File: config.mk
export PLATFORM = sky130hd
export DESIGN_NAME = if_stage_flat
export DESIGN_NICKNAME = d
export VERILOG_FILES = /design/src/rtl/if_stage_pkg.sv /design/src/rtl/if_stage_if.sv /design/src/rtl/if_stage_if_id_reg.sv /design/src/rtl/if_stage.sv /design/src/flat_wrapper.sv
export SDC_FILE = /design/constraint.sdc
export NUM_CORES = 1
export LEC_CHECK = 0
export BUFFER_PORTS_ARGS = -buffer_cell sky130_fd_sc_hd__buf_2
export CAP_MARGIN = 10
export CORE_MARGIN = 3
export CORE_UTILIZATION = 40
export DETAILED_ROUTE_END_ITERATION = 10
export SETUP_SLACK_MARGIN = 0.5
export SLEW_MARGIN = 20
export SYNTH_ARGS = -nofsm -noshare
export SYNTH_HDL_FRONTEND = slang
export SYNTH_SLANG_ARGS = --single-unit
File: constraint.sdc
create_clock -name clk -period 3.95 [get_ports clk]
set_input_delay 0.1975 -clock clk [delete_from_list [all_inputs] [get_ports clk]]
set_output_delay 0.1975 -clock clk [all_outputs]
set_load 0.02 [all_outputs]
File: src/rtl/if_stage_pkg.sv
// rtl/if_stage_pkg.sv - shared types and defaults for the instruction-fetch stage
//
// Purpose: FSM state enum, reset/NOP defaults and the IF/ID payload struct
// used by if_stage, if_id_reg and the fetch bus interface.
// Ports: none (package).
package if_pkg;

  typedef enum logic [1:0] {
    IDLE  = 2'd0,
    FETCH = 2'd1,
    HOLD  = 2'd2,
    DRAIN = 2'd3
  } if_state_e;

  localparam logic [31:0] RESET_PC_DEF = 32'h0000_0000;
  localparam logic [31:0] NOP_INST_DEF = 32'h0000_0000;

  typedef struct packed {
    logic        valid;
    logic [31:0] pc;
    logic [31:0] instr;
  } ifid_t;

  function automatic ifid_t ifid_bubble(input logic [31:0] nop);
    ifid_t b;
    b.valid = 1'b0;
    b.pc    = 32'h0000_0000;
    b.instr = nop;
    return b;
  endfunction

endpackage

File: src/rtl/if_stage_if.sv
// rtl/if_stage_if.sv - fetch-stage bus: control inputs, imem handshake, IF/ID outputs
//
// Purpose: groups the pipeline control, instruction-memory and decode-facing
// signals of the fetch stage.
// Modports:
//   master - the fetch stage (drives imem_req/imem_addr and if_*)
//   slave  - the environment (drives freeze/branch and the memory response)
interface if_stage_if;
  logic        freeze;
  logic        branch_taken;
  logic [31:0] branch_addr;
  logic        imem_req;
  logic [31:0] imem_addr;
  logic        imem_rvalid;
  logic [31:0] imem_rdata;
  logic        if_valid;
  logic [31:0] if_pc;
  logic [31:0] if_instr;

  modport master (
    input  freeze, branch_taken, branch_addr, imem_rvalid, imem_rdata,
    output imem_req, imem_addr, if_valid, if_pc, if_instr
  );

  modport slave (
    output freeze, branch_taken, branch_addr, imem_rvalid, imem_rdata,
    input  imem_req, imem_addr, if_valid, if_pc, if_instr
  );
endinterface

File: src/rtl/if_stage_if_id_reg.sv
// rtl/if_stage_if_id_reg.sv - IF/ID pipeline register with load/hold/flush
//
// Purpose: holds the instruction handed to decode.
// Ports:
//   clk, rst  - clock, asynchronous active-low reset
//   flush_i   - load a bubble {0, 0, NOP}; wins over load_i
//   load_i    - load d_i; otherwise hold
//   d_i, q_o  - payload in / registered payload out
module if_id_reg
  import if_pkg::*;
#(
  parameter logic [31:0] NOP_WORD = NOP_INST_DEF
) (
  input  logic  clk,
  input  logic  rst,
  input  logic  flush_i,
  input  logic  load_i,
  input  ifid_t d_i,
  output ifid_t q_o
);

  always_ff @(posedge clk or negedge rst) begin
    if (!rst) begin
      q_o <= ifid_bubble(NOP_WORD);
    end else if (flush_i) begin
      q_o <= ifid_bubble(NOP_WORD);
    end else if (load_i) begin
      q_o <= d_i;
    end
  end

endmodule

File: src/rtl/if_stage.sv
// rtl/if_stage.sv - instruction-fetch stage: PC, single-outstanding fetch, skid, IF/ID
//
// Purpose: owns the PC, issues one instruction-memory request at a time and
// loads the IF/ID register; honours decode freeze and execute branch redirect.
// Ports:
//   clk  - pipeline clock
//   rst  - asynchronous active-low reset
//   bus  - if_stage_if.master (freeze/branch in, imem handshake, IF/ID out)
module if_stage
  import if_pkg::*;
#(
  parameter logic [31:0] RESET_PC = RESET_PC_DEF,
  parameter logic [31:0] NOP_INST = NOP_INST_DEF
) (
  input  logic        clk,
  input  logic        rst,
  if_stage_if.master  bus
);

  if_state_e   state_q, state_d;
  logic [31:0] pc_q, pc_d;
  logic [31:0] addr_q, addr_d;
  logic        req_q, req_d;
  logic [31:0] skid_pc_q, skid_pc_d;
  logic [31:0] skid_instr_q, skid_instr_d;

  logic        ifid_load;
  logic        ifid_flush;
  ifid_t       ifid_d;
  ifid_t       ifid_q;
  logic [31:0] pc_plus4;

  assign pc_plus4 = pc_q + 32'd4;

  always_comb begin
    state_d      = state_q;
    pc_d         = pc_q;
    skid_pc_d    = skid_pc_q;
    skid_instr_d = skid_instr_q;
    ifid_load    = 1'b0;
    ifid_flush   = 1'b0;
    ifid_d.valid = 1'b1;
    ifid_d.pc    = pc_plus4;
    ifid_d.instr = bus.imem_rdata;

    if (bus.branch_taken) begin
      // Redirect beats freeze. A request still in flight must be allowed
      // to complete (DRAIN) before the new target can be fetched.
      ifid_flush   = 1'b1;
      skid_pc_d    = 32'h0000_0000;
      skid_instr_d = NOP_INST;
      pc_d         = bus.branch_addr;
      if ((state_q == FETCH || state_q == DRAIN) && !bus.imem_rvalid) begin
        state_d = DRAIN;
      end else begin
        state_d = FETCH;
      end
    end else begin
      case (state_q)
        IDLE: state_d = FETCH;
        FETCH: begin
          if (bus.imem_rvalid) begin
            pc_d = pc_plus4;
            if (bus.freeze) begin
              skid_pc_d    = pc_plus4;
              skid_instr_d = bus.imem_rdata;
              state_d      = HOLD;
            end else begin
              ifid_load = 1'b1;
            end
          end else if (!bus.freeze) begin
            ifid_flush = 1'b1;
          end
        end
        HOLD: begin
          if (!bus.freeze) begin
            ifid_load    = 1'b1;
            ifid_d.pc    = skid_pc_q;
            ifid_d.instr = skid_instr_q;
            state_d      = FETCH;
          end
        end
        DRAIN: begin
          if (bus.imem_rvalid) begin
            state_d = FETCH;
          end
        end
        default: state_d = IDLE;
      endcase
    end

    req_d  = (state_d == FETCH) || (state_d == DRAIN);
    // DRAIN keeps presenting the pre-branch address until its data returns.
    addr_d = (state_d == DRAIN) ? addr_q : pc_d;
  end

  always_ff @(posedge clk or negedge rst) begin
    if (!rst) begin
      state_q      <= IDLE;
      pc_q         <= RESET_PC;
      addr_q       <= RESET_PC;
      req_q        <= 1'b0;
      skid_pc_q    <= 32'h0000_0000;
      skid_instr_q <= NOP_INST;
    end else begin
      state_q      <= state_d;
      pc_q         <= pc_d;
      addr_q       <= addr_d;
      req_q        <= req_d;
      skid_pc_q    <= skid_pc_d;
      skid_instr_q <= skid_instr_d;
    end
  end

  if_id_reg #(
    .NOP_WORD (NOP_INST)
  ) u_if_id_reg (
    .clk     (clk),
    .rst     (rst),
    .flush_i (ifid_flush),
    .load_i  (ifid_load),
    .d_i     (ifid_d),
    .q_o     (ifid_q)
  );

  assign bus.imem_req  = req_q;
  assign bus.imem_addr = addr_q;
  assign bus.if_valid  = ifid_q.valid;
  assign bus.if_pc     = ifid_q.pc;
  assign bus.if_instr  = ifid_q.instr;

endmodule

File: src/flat_wrapper.sv
// flat-port wrapper written by rule: the top's interface ports become plain ports
module if_stage_flat import if_pkg::*;
#(
  parameter logic [31:0] RESET_PC = RESET_PC_DEF,
  parameter logic [31:0] NOP_INST = NOP_INST_DEF
)
  (clk, rst, bus_freeze, bus_branch_taken, bus_branch_addr, bus_imem_rvalid, bus_imem_rdata, bus_imem_req, bus_imem_addr, bus_if_valid, bus_if_pc, bus_if_instr);
  if_stage_if bus_i ();
  input  logic clk;
  input  logic rst;
  input wire logic [$bits(bus_i.freeze)-1:0] bus_freeze;
  input wire logic [$bits(bus_i.branch_taken)-1:0] bus_branch_taken;
  input wire logic [$bits(bus_i.branch_addr)-1:0] bus_branch_addr;
  input wire logic [$bits(bus_i.imem_rvalid)-1:0] bus_imem_rvalid;
  input wire logic [$bits(bus_i.imem_rdata)-1:0] bus_imem_rdata;
  output wire logic [$bits(bus_i.imem_req)-1:0] bus_imem_req;
  output wire logic [$bits(bus_i.imem_addr)-1:0] bus_imem_addr;
  output wire logic [$bits(bus_i.if_valid)-1:0] bus_if_valid;
  output wire logic [$bits(bus_i.if_pc)-1:0] bus_if_pc;
  output wire logic [$bits(bus_i.if_instr)-1:0] bus_if_instr;
  assign bus_i.freeze = bus_freeze;
  assign bus_i.branch_taken = bus_branch_taken;
  assign bus_i.branch_addr = bus_branch_addr;
  assign bus_i.imem_rvalid = bus_imem_rvalid;
  assign bus_i.imem_rdata = bus_imem_rdata;
  assign bus_imem_req = bus_i.imem_req;
  assign bus_imem_addr = bus_i.imem_addr;
  assign bus_if_valid = bus_i.if_valid;
  assign bus_if_pc = bus_i.if_pc;
  assign bus_if_instr = bus_i.if_instr;
  if_stage #(.RESET_PC(RESET_PC), .NOP_INST(NOP_INST)) u_core (.clk(clk), .rst(rst), .bus(bus_i));
endmodule
After elaboration in Yosys (flattened, before gate mapping)
Cells that the tools add are included.

word-level totals
  register bits after elaboration = 196
  bits in latches = 0
  memory bits (writable) = 0
  bits in read-only memories = 0
  input bits = 69
  logic and storage cells = 55
  memories kept = 0

operators by class
  $add $sub $neg = 1
  multiply operators = 0
  div/mod/pow operators = 0
  order comparisons = 0
  equal/unequal tests = 5
  shift operators = 0
  mux-type cells = 30
  bitwise gates (word level) = 0
  reductions and logical operators = 10

operator list
  kind                   count
  $mux 32                11
  $mux 64                3
  $mux 65                2
  $add 32x3->32 const B  1
  $mux 2                 6
  $pmux 2 s4             1
  $reduce_bool 2->1      4
  $eq 2x2->1 const B     3
  $mux 1                 6
  $eq 2x1->1 const B     2
  $reduce_and 3->1       1
  $logic_not 2->1        1
  $logic_or 1x1->1       2
  $pmux 1 s2             1
  $logic_and 1x1->1      1
  $logic_not 1->1        1

Depth between registers and ports, before layout
  depth in word-level cells = 7
  depth in mapped cells = 10

Cells and area by module
A second synthesis with hierarchy kept.

second synthesis, totals
  cell total of the unflattened synthesis = 887
  area, all modules = 9,447.8 sq um

modules (own cells, without submodules)
  module     instances  cells an instance  area each (sq um)  seq. area each (sq um)
  if_stage   1          678                6,780.3            3,253.1
  if_id_reg  1          209                2,667.6            1,626.6

Worst setup path before layout
Ideal clock, no wire load.

  path type = reg-to-reg
  start point = register u_core.state_q[1]
  end point = register u_core.addr_q[25], in the netlist u_core.bus.imem_addr[25]
  arrival time = 2,258 ps
  required time = 3,825 ps
  slack = 1,567 ps
  cell stages (with the launch flop) = 10
  clock period less this slack = 2,383 ps
  cells stage by stage = dfrtp_1 > inv_1 > ha_1 > clkbuf_1 > nand2_1 > clkbuf_1 > nor4_1 > a21oi_1 > a211o_1 > mux2_2

on the way
  elaborated cells on any way between the ends = 16
  those cells by class = eq/ne: 4; mux: 9; reduce/logical: 3

RTL lines
  what                       line             source
  start, declared            if_stage.sv:20   if_state_e state_q, state_d;
  start signal, assigned     if_stage.sv:106  state_q <= state_d;
  $eq 2x1->1                 if_stage.sv:59   case (state_q)
  $mux 32                    if_stage.sv:59
  $mux 32                    if_stage.sv:46   if (bus.branch_taken) begin
  named net u_core.pc_d[25]  if_stage.sv:21   logic [31:0] pc_q, pc_d;
  end signal, assigned       if_stage.sv:108  addr_q <= addr_d;
  end, declared              if_stage.sv:22   logic [31:0] addr_q, addr_d;

The timed path passes the listed nets, and every way through them passes these cells.
A chain may end at the register's enable or synchronous reset.

Final worst setup path
  start point = register u_core.state_q[1]
  end point = register u_core.addr_q[26], in the netlist u_core.bus.imem_addr[26]

Same word-level chain as after synthesis.

==> metrics.md <==
| Metric | Value |
|---|---|
| Hold Crit Endpoint | u_core.pc_q[10] |
| Critical path class | reg2reg |
| Largest net degree at the start of global routing | 107 |
| Reg2Reg Launch Point | u_core.state_q[1] |
| Via count | 7392 |
| YS warnings | 0 |
| CP endpoint kind | register |
| Slew HR | 0.3700 |
| Setup violators final | 0 |
| Starting density of the core | 0.4146 |
| Cell Pwr Density | 552.5 nW/µm² |
| Port bufs | 166 |
| Mapped Avg Cell Area | 9.816 µm² |
| Top-area cell type share of the netlist area | 0.5338 |
| Least-Margin Pin Slew | 0.9363 ns |
| Die Ht | 157.6 µm |
| Clock share of power | 0.284 |
| Tmin final | 2.859 ns |
| DP HPWL | 16.36 mm |
| Clock-pin slew on the worst setup and hold paths | 0.08 ns |
| Cell taking the most area after synthesis | dfrtp_1 |
| Postcts setup bufs | 0 |
| Ports | 167 |
| CTS root buf | clkbuf_16 |
| Setup TNS | 0 ns |
| Flop pwr share | 0.424 |
| Worst r2r dst | u_core.bus.imem_addr[26] |
| P_int | 3.894 mW |
| Seq/Total Area, Yosys | 0.5338 |
| Setup WS pre-CTS | 1.128 ns |
| Startpoint Class | register |
| Final Hold Viols | 0 |
| Skew final | 0.009570 ns |
| Psw | 2.272 mW |
| Fin Hold WS | 0.01443 ns |
| Synth area leaders | dfrtp_1 53%, nand2_1 6.5%, o21ai_0 5.6%, mux2i_1 4.6%, mux2_2 4.2% |
| Unique masters post-synth | 44 |
| Via density | 5.322 |
| GRT Total Usage | 0.2015 |
| FF-to-FF path depth | 7 |
| RSZ-0062 raised after global routing | false |
| Lkg Pwr | 4.917 nW |
| H-tree lvl count | 4 |
| Slowest-stage cell, CP | or4_1 |
| Critical path's largest stage delay | 0.58 ns |
| First-pass iteration count of the detailed router | 5 |
| Switching fraction of total power | 0.3685 |
| Non-Filler Instances | 1389 |
| Hold Path Origin | bus_branch_addr[10] |
| Req. time, crit path | 4.33 ns |
| Placed Instances | 1325 |
| CTS tree | done |
| Period Utilization, post-route | 0.7239 |
| Layout area overhead | 21.48% |
| Post-DRT Antenna Nets | 0 |
| Worst EP arrival | 3.24 ns |
| Layout cells sized above 1 | 0.2299 |
| Synth Cell Area | 9188 µm² |
| CP delay by family, top | simple AND/OR/NAND/NOR gates |
| Final Worst Setup Slack | 1.091 ns |
| Total CTS buffers | 17 |
| DR DRC count | 0 |
| Chip Width | 157.6 µm |
| Number of gates resized after CTS | 0 |
| First-pass GRT wire length | 39.56 mm |
| Drt total wl | 24.61 mm |
| Mapped Nets | 1011 |
| Worst-skew pair later-pin latency | 0.44 ns |
| Worst R2R Setup Slack | 1.09 ns |
| Placeable Area | 22160 µm² |
| Worst path cell trace | inv_1, ha_1, and2_1, nand3_1, or4_1, a31oi_1, mux2_1 |
| Fmax | 349.7 MHz |
| CTS Hold Bufs | 32 |
| Initial antenna violation count | 0 |
| ANT cells | 0 |
| Synth Register Bits | 196 |
| Clock sink count | 196 |
| Worst hold path depth | 3 |
| Maximum vdd ir drop | 0.3687 mV |
| Routability Congestion | 0.8666 |
| Die area | 24820 µm² |
| Hold Path Class | in2reg |
| Vias in the first global route | 7277 |
| Max_cap viols | 0 |
| DR iter-0 viols | 612 |
| # nets final | 1171 |
| Crit path max fanout | 12 |
| Routed wire per std cell | 17.72 µm |
| Outcome | completed |
| Final Max Slew Viols | 0 |
| Logic pwr share | 0.292 |
| Bufs and invs on worst path | 1 |
| Overflow after GRT | 0 |
| Fillcell total | 2049 |
| Clk buf depth | 2 |
| Cells after Synth | 936 |
| Row cnt | 54 |
[Yosys cell counts, drive strengths merged]
master,number
nor3,16
clkinv,1
o221a,1
o311ai,2
nor2,44
xor2,11
nor4,13
o31a,3
or4,8
a22o,8
o21ai,104
inv,5
a211o,2
and3,4
o21a,2
mux2i,42
dfrtp,196
a31oi,6
mux2,35
buf,15
and2,5
a32oi,9
nand2,160
nor2b,10
or2,2
and4,6
a22oi,14
clkbuf,56
ha,6
a21oi,67
or3,1
nand4,11
xnor2,28
o211ai,1
a211oi,9
nand3b,3
o31ai,3
nand2b,4
nand3,23
[cell type report]
type | count | area [µm²] | share of cell area
inverter | 6 | 22.52 | 0.002018
tap | 280 | 350.3 | 0.03139
timing repair buffer | 212 | 1267 | 0.1136
clock inverter | 15 | 178.9 | 0.01603
clock buffer | 17 | 425.4 | 0.03812
sequential | 196 | 4905 | 0.4395
multi-input combinational | 663 | 4011 | 0.3594
[tightest hold or removal path, stage by stage]
cell	delay, ns
buf_2	0.08
nand2_1	0.04
o21ai_0	0.09
[how the worst max path moves through the flow]
| stage | startpoint | end | depth (start not counted) |
|---|---|---|---|
| finish | u_core.state_q[1] | u_core.bus.imem_addr[26] | 7 |
| global route | u_core.state_q[1] | u_core.bus.imem_addr[26] | 7 |
| CTS | u_core.state_q[1] | u_core.bus.imem_addr[26] | 7 |
| detailed placement | u_core.state_q[1] | u_core.bus.imem_addr[26] | 7 |
| global placement | u_core.state_q[1] | u_core.bus.imem_addr[21] | 7 |
| floorplan | u_core.state_q[1] | u_core.bus.imem_addr[25] | 9 |
[layout by cell type, fill, tap and decap left out, drive strengths merged, types with 7 or more instances in the layout]
master / netlist / layout
a21oi: 67 / 67
nand3: 23 / 23
nand4: 11 / 11
or4: 8 / 8
dlygate4sd3: 0 / 32
dfrtp: 196 / 196
nand2: 160 / 160
nor2b: 10 / 10
mux2i: 42 / 42
a211oi: 9 / 9
nor4: 13 / 13
a22oi: 14 / 14
nor3: 16 / 16
buf: 15 / 179
xor2: 11 / 11
a22o: 8 / 8
clkinv: 1 / 7
mux2: 35 / 35
a32oi: 9 / 9
nor2: 44 / 44
xnor2: 28 / 28
clkbuf: 56 / 18
inv: 5 / 14
o21ai: 104 / 104
[stage by stage]
| stage | power [mW] | area [µm²] | utilization |
|---|---|---|---|
| 2_1_floorplan | 3.799 | 9188 | - |
| 3_3_place_gp | 4.425 | 10240 | 0.4619 |
| 3_5_place_dp | 4.447 | 10240 | 0.4619 |
| 4_1_cts | 6.240 | 11160 | 0.5036 |
| 5_1_grt | 6.528 | 11160 | 0.5036 |
| 6_report | 6.167 | 11160 | 0.5036 |
[logic make-up after synthesis]
kind of cell	count (synthesis)	share of synthesized area
xor+xnor	39	0.03718
flops	196	0.5338
buf+inv	77	0.03241
compound gates	231	0.1450
mux	77	0.08866
fa+ha+maj	6	0.008171
simple gates	310	0.1547
[power by group through the flow]
stage / Clock (mW) / Combinational [mW] / Sequential (mW)
floorplan: 0 / 0.921 / 2.88
global placement: 0 / 1.78 / 2.65
detailed placement: 0 / 1.80 / 2.65
CTS: 1.79 / 1.83 / 2.61
global route: 1.88 / 1.98 / 2.66
finish: 1.75 / 1.80 / 2.61
[registers in the layout, summed over array words and instances, names as in the netlist]
| name | cells |
|---|---|
| u_core.state_q | 2 |
| u_core.skid_pc_q | 32 |
| u_core.skid_instr_q | 32 |
| u_core.bus.imem_req | 1 |
| u_core.pc_q | 32 |
| u_core.bus.imem_addr | 32 |
| u_core.u_if_id_reg.q_o | 65 |
[layer usage]
layer / global-route usage / wire length, µm
met3: 0.03822 / 1134
met1: 0.2996 / 12000
met2: 0.3054 / 11190
met5: 0 / 0
met4: 0.04876 / 284
No activity file was read; power rests on OpenSTA's default activity.
